==> src/rtl/inst_cache.sv <==
// Direct-mapped read-only instruction cache with zero-latency hits and per-word burst refill.
// Optional ICACHE_STATS_EN macro adds saturating hit_cnt/miss_cnt ports.
module inst_cache #(
    parameter int LINES          = 16,
    parameter int WORDS_PER_LINE = 4
) (
    input  logic        clk,
    input  logic        rst,
    input  logic [31:0] cpu_adr,
    output logic [31:0] cpu_inst,
    output logic        cpu_ready,
    input  logic        flush,
    output logic        mem_req,
    output logic [31:0] mem_adr,
    input  logic [31:0] mem_rdata,
    input  logic        mem_ack
`ifdef ICACHE_STATS_EN
    ,
    output logic [31:0] hit_cnt,
    output logic [31:0] miss_cnt
`endif
);

    localparam int WO = $clog2(WORDS_PER_LINE);
    localparam int IW = $clog2(LINES);
    localparam int TW = 30 - WO - IW;
    localparam logic [WO-1:0] LAST = WO'(WORDS_PER_LINE - 1);

    typedef enum logic {IDLE, REFILL} state_t;

    state_t          state;
    logic [WO-1:0]   cnt;
    logic [IW-1:0]   fill_idx;
    logic [TW-1:0]   fill_tag;
    logic            flush_pending;
    logic [LINES-1:0] valid;

    logic [31:0]     data_mem [LINES][WORDS_PER_LINE];
    logic [TW-1:0]   tag_mem  [LINES];

    logic [WO-1:0]   ofs;
    logic [IW-1:0]   idx;
    logic [TW-1:0]   tag;
    logic            hit;
    logic            word_ack;
    logic            last_ack;

    assign ofs = cpu_adr[WO+1:2];
    assign idx = cpu_adr[WO+IW+1:WO+2];
    assign tag = cpu_adr[31:WO+IW+2];

    assign hit       = (state == IDLE) && valid[idx] && (tag_mem[idx] == tag);
    assign cpu_ready = hit;
    assign cpu_inst  = hit ? data_mem[idx][ofs] : 32'd0;

    // Acks are only meaningful while a word request is outstanding.
    assign word_ack = (state == REFILL) && mem_req && mem_ack;
    assign last_ack = word_ack && (cnt == LAST);

    always_ff @(posedge clk or negedge rst) begin
        if (!rst) begin
            state         <= IDLE;
            cnt           <= '0;
            fill_idx      <= '0;
            fill_tag      <= '0;
            flush_pending <= 1'b0;
            valid         <= '0;
            mem_req       <= 1'b0;
            mem_adr       <= 32'd0;
        end else begin
            case (state)
                IDLE: begin
                    if (flush) begin
                        valid <= '0;
                    end else if (!hit) begin
                        fill_idx <= idx;
                        fill_tag <= tag;
                        cnt      <= '0;
                        mem_req  <= 1'b1;
                        mem_adr  <= {cpu_adr[31:WO+2], {(WO+2){1'b0}}};
                        state    <= REFILL;
                    end
                end
                REFILL: begin
                    if (flush) begin
                        flush_pending <= 1'b1;
                    end
                    if (word_ack) begin
                        if (cnt == LAST) begin
                            // A flush seen at any point during the fill discards the new line too.
                            if (flush || flush_pending) begin
                                valid <= '0;
                            end else begin
                                valid[fill_idx] <= 1'b1;
                            end
                            flush_pending <= 1'b0;
                            cnt           <= '0;
                            mem_req       <= 1'b0;
                            state         <= IDLE;
                        end else begin
                            cnt     <= cnt + 1'b1;
                            mem_adr <= mem_adr + 32'd4;
                        end
                    end
                end
                default: state <= IDLE;
            endcase
        end
    end

    // Storage arrays carry no reset; the valid bits alone decide whether they are trusted.
    always_ff @(posedge clk) begin
        if (word_ack) begin
            data_mem[fill_idx][cnt] <= mem_rdata;
        end
        if (last_ack) begin
            tag_mem[fill_idx] <= fill_tag;
        end
    end

`ifdef ICACHE_STATS_EN
    logic miss_event;

    assign miss_event = (state == IDLE) && !hit && !flush;

    always_ff @(posedge clk or negedge rst) begin
        if (!rst) begin
            hit_cnt  <= 32'd0;
            miss_cnt <= 32'd0;
        end else if (flush) begin
            hit_cnt  <= 32'd0;
            miss_cnt <= 32'd0;
        end else begin
            if (hit && (hit_cnt != 32'hFFFF_FFFF)) begin
                hit_cnt <= hit_cnt + 32'd1;
            end
            if (miss_event && (miss_cnt != 32'hFFFF_FFFF)) begin
                miss_cnt <= miss_cnt + 32'd1;
            end
        end
    end
`endif

endmodule

==> config.mk <==
export PLATFORM = sky130hd
export DESIGN_NAME = inst_cache
export DESIGN_NICKNAME = d
export VERILOG_FILES = /design/src/rtl/inst_cache.sv
export SDC_FILE = /design/constraint.sdc
export NUM_CORES = 2
export LEC_CHECK = 0
export ABC_CLOCK_PERIOD_IN_PS = 7700
export CAP_MARGIN = 25
export CORE_UTILIZATION = 45
export DETAILED_ROUTE_END_ITERATION = 8
export GPL_ROUTABILITY_DRIVEN = 0
export PLACE_DENSITY_LB_ADDON = 0.15
export SLEW_MARGIN = 20
export SYNTH_ARGS = -nofsm -noshare
export SYNTH_HDL_FRONTEND = slang
export SYNTH_SLANG_ARGS = --single-unit
==> constraint.sdc <==
create_clock -name clk -period 7.7 [get_ports clk]
set_clock_uncertainty 0.15 [all_clocks]
set_input_delay 0.77 -clock clk [delete_from_list [all_inputs] [get_ports clk]]
set_output_delay 0.77 -clock clk [all_outputs]
set_load 0.005 [all_outputs]
# [After elaboration in Yosys (flattened, before gate mapping)]
# Memories as Yosys holds them, arrays and structs flattened.
# Cells that the tools add are included.
[word_totals] reg_bits=81 ram_bits=2432 in_bits=68 output_inout_bits=66 elab_cells=87 memories=2
[mem_list] memory="data_mem" depth=16 width=128 read_ports=1 rd_ports_with_merged_regs=0 write_ports=1 line_no="38" source="logic [31:0] data_mem [LINES][WORDS_PER_LINE];"
[mem_list] memory="tag_mem" depth=16 width=24 read_ports=1 rd_ports_with_merged_regs=0 write_ports=1 line_no="39" source="logic [TW-1:0] tag_mem [LINES];"
[op_classes] n_addsub=2 order_cmp=6 eq_ne=8 muxes=42 bitwise_logic=6 n_reduce_logical=13
[op_table] op="2-to-1 mux 32 bit" count=8
[op_table] op="2-to-1 mux 128 bit" count=1
[op_table] op="binary-select mux 32 bit (select 2 bit)" count=1
[op_table] op="demux 32 bit (select 2 bit)" count=1
[op_table] op="2-to-1 mux 16 bit" count=4
[op_table] op="case mux 32 bit (2 select lines)" count=1
[op_table] op="adder 32 x 3 -> 32 bit, second input constant" count=1
[op_table] op="case mux 16 bit (2 select lines)" count=1
[op_table] op="equality test 24 bit" count=1
[op_table] op="2-to-1 mux 1 bit" count=16
[op_table] op="bitwise OR 16 bit" count=1
[op_table] op="less-than comparator 4 x 5 -> 1 bit, second input constant" count=2
[op_table] op="AND reduction 3 bit" count=3
[op_table] op="2-to-1 mux 2 bit" count=4
[op_table] op="inequality test 2 bit, second input constant" count=4
[op_table] op="AND reduction 4 bit" count=2
[op_table] op="logical AND 1 bit" count=7
[op_table] op=">= comparator 3 bit, second input constant" count=2
[op_table] op="inverter 2 -> 3 bit" count=2
[op_table] op="binary-select mux 1 bit (select 4 bit)" count=1
[op_table] op="demux 1 bit (select 4 bit)" count=1
[op_table] op=">= comparator 4 x 1 -> 1 bit, second input constant" count=1
[op_table] op="inequality test 2 x 1 -> 1 bit, second input constant" count=2
[op_table] op="case mux 1 bit (2 select lines)" count=2
[op_table] op="6 further kinds" count=8

# [Depth between registers and ports, before layout]
[logic_depth] word_depth=9 ltp_mapped=15

# [Worst setup path before layout]
# Ideal clock, no wire load.
[synth_timing] path_kind="input-to-output" start="input cpu_adr[4]" end="output cpu_inst[30]" arrival_time_ns=4.138 t_required_ns=6.780 setup_slack_ns=2.642 stages=11 path_buffers=7 cell_sequence="buf_4 > buf_6 > buf_4 > buf_4 > buf_2 > buf_2 > clkbuf_1 > mux4_2 > mux4_2 > mux4_2 > and3_1"
[synth_via] elab_chain_len=5 elab_cells_between_ends=11 classes_between="1 x eq/ne; 6 x mux; 2 x reduce/logical; 2 x memory"
[synth_rtl] item="start: declaration" line_no="9" source="input logic [31:0] cpu_adr,"
[synth_rtl] item="memory (16 x 128 bit) / binary-select mux 1 bit (select 4 bit) (equally long branches)"
[synth_rtl] item="binary-select mux 32 bit (select 2 bit) / 2-to-1 mux 1 bit (equally long branches)" line_no="54, 52"
[synth_rtl] item="2-to-1 mux 32 bit (implied by the code) / logical AND 1 bit (equally long branches) (2 in series)" line_no="54, 52"
[synth_rtl] item="2-to-1 mux 32 bit (*)" line_no="54" source="assign cpu_inst = hit ? data_mem[idx][ofs] : 32'd0;"
[synth_rtl] item="end: declaration" line_no="10" source="output logic [31:0] cpu_inst,"
# Every way passes the cells marked *; elsewhere a longest branch is shown, timed or not. The select of a mux whose other input is x is not followed.

# [Worst setup path in the final report]
[layout_timing] start="input cpu_adr[5]" end="output cpu_inst[10]"
# The elaborated chain is that of the path after synthesis.

==> metrics <==
outcome completed; Clk Latency, worst-skew pair 910 ps; initial antenna violation count 12; worst-path fanout max 91; Final Power 30.6 mW; NumNets Final 4570; Max Cap Viol 0; count of cell types in the netlist 66; Critical Path Sink cpu_inst[10]; relative slew slack 29.2%; vias in the first global route 46800; CP Class primary input to output pin; Async S/R FF share, synth 3.15%; synth warn 0; Worst Min Path Start mem_rdata[8]; commonest cells after routing, fill and taps aside edfxtp_1, mux4_2, clkbuf_16, buf_4, clkdlybuf4s50_1; Final Hold Fails 0; worst reg2reg path depth 10; Hold Buf Count CTS 1; Die Wd 467 um; sequential area share after synthesis 77.2%; FMAX 148 MHz; WL/cell 33.2 um; total track usage 23.2%; DRC Markers 0; CTS tree built; share of cells above drive strength 1 29.3%; global-route wire length before repair 355 mm; Sink Count 2511; Detailed Place HPWL 131 mm; Max VDD drop 0.000229 V; Startpoint Class primary input; Tcrit/Tclk final 87.8%; Post-Syn Instances 4166; Mean Syn Cell Area 23.3 um^2; Starting Density 45.3%; Most used DFF post-synth edfxtp_1; Layout fillers 16500; pin count of the biggest net entering global routing 112; WP data required 6780 ps; Slew Limit Fails 0; IO buf count 129; P&R area growth vs syn 14.3%; total global routing overflow 0; Core Rows 170; Clock transition at path regs 60 ps; Die ar. 218000 um^2; RSZ-0062 raised after global routing no; CTS Buf Count 277; die extent in y 467 um; pwr dens 276 nW/um^2; routed vias 45800; Worst R2R End fill_tag[15]; # resized after CTS 0; R2R setup slack 3100 ps; Post-synth EDFFs 2432; final setup fails 0; TritonRoute pass-1 iters 5; min Tclk post-route 6760 ps; CTS Buffer Depth 4; postcts setup bufs 0; final hold slack 104 ps; Critical R2R Launch tag_mem[7][22]; I/O pins 134; Core ar. 215000 um^2; Routed Antenna Nets 0; Iter 0 DRT Violations 5111; Static Leak 34.7 nW; CTS H-tree depth 5; CP startpoint cpu_adr[5]; commonest non-fill, non-tap cell in the layout edfxtp_1; via/cell ratio 6.09; Seq cells post-synth 2511; Routed WL 250 mm; Critical Path End Type output pin; Worst Hold Class primary input to flip-flop; Root Driver clkbuf_16; critical path data arrival time 5840 ps; Tightest Pin Transition 1060 ps; Final TNS setup 0 ps; Mapped Area 97100 um^2
==> worst min path at each step <==
stage	cells after the start	slack, ps	to
after floorplan	2	300	valid[5]
final	1	100	data_mem[8][72]
after CTS	1	150	data_mem[11][108]
after global placement	2	320	valid[5]
after detailed placement	2	330	valid[15]
after global routing	1	60	data_mem[4][25]
==> sequential cells by signal, summed over array words and instances, names as in the netlist <==
name	flops
fill_tag	24
tag_mem	384
valid	16
state	1
cnt	2
mem_req	1
data_mem	2048
fill_idx	4
flush_pending	1
mem_adr	30
==> kinds of logic after synthesis <==
kind of cell	synth area share, %
fa+ha+maj	0.0644
mux	18.2
other cells	0.00386
compound gates	1.61
xor+xnor	0.162
buf+inv	1.14
simple gates	1.64
flops	77.2
==> layer usage <==
layer	share of wire [%]	up-vias	track usage (%)
li1	-	18600	-
met4	2.0	4	5.41
met3	6.4	320	3.88
met2	50	1620	37.7
met5	0.011	-	0
met1	42	25300	32.9
==> cells in the mapped netlist, types with 16 or more instances <==
cell type | number | area [um^2]
nand3_1 | 29 | 145
a221o_1 | 21 | 210
mux4_2 | 744 | 16800
a211oi_1 | 41 | 308
nor2_1 | 112 | 420
a21oi_1 | 48 | 240
buf_2 | 80 | 400
inv_1 | 16 | 60.1
a31oi_1 | 19 | 119
edfxtp_1 | 2432 | 73000
nor2b_1 | 20 | 125
o21ai_0 | 18 | 90.1
and2_1 | 19 | 119
mux2_1 | 25 | 282
mux2i_1 | 52 | 521
dfrtp_1 | 79 | 1980
nand2_1 | 72 | 270
and3_1 | 17 | 106
clkbuf_1 | 134 | 503
==> report_power, final <==
group          leakage (nW)  total [mW]  switching [mW]  internal (mW)
sequential             22.9        16.1           0.489           15.7
clock                  4.02        12.2            5.12           7.10
combinational          7.84        2.24            1.34          0.904
total                  34.7        30.6            6.95           23.7
==> stage by stage <==
step | util [%] | instances | cell area (um^2) | worst slack, ps
3_5_place_dp | 47.8 | 7048 | 103000 | 936
5_1_grt | 51.8 | 7521 | 111000 | 817
4_1_cts | 51.7 | 7512 | 111000 | 933
2_1_floorplan | - | 4167 | 97100 | 2640
6_report | 51.8 | 7522 | 111000 | 942
3_3_place_gp | 47.8 | 7041 | 103000 | 936
==> cell type report <==
type | count | area, um^2 | share of cell area (%)
diodes | 3 | 7.51 | 0.00676
repair buffers | 287 | 2730 | 2.46
flip-flops and latches | 2511 | 75000 | 67.5
inverters | 19 | 78.8 | 0.0710
well taps | 2838 | 3550 | 3.20
clock buffers | 362 | 7400 | 6.66
clock inverters | 101 | 774 | 0.697
multi-input cells | 1401 | 21500 | 19.4
==> critical path, cell delays in order <==
cell and delay, ps:
buf_8 500, buf_4 530, mux4_2 370, mux2i_1 250, xnor2_1 130, nor2_1 140, a31oi_1 140, nor4b_2 800
nand2_2 500, buf_4 350, a311oi_1 470, clkdlybuf4s50_1 610
Power figures use the tool's default switching activity.
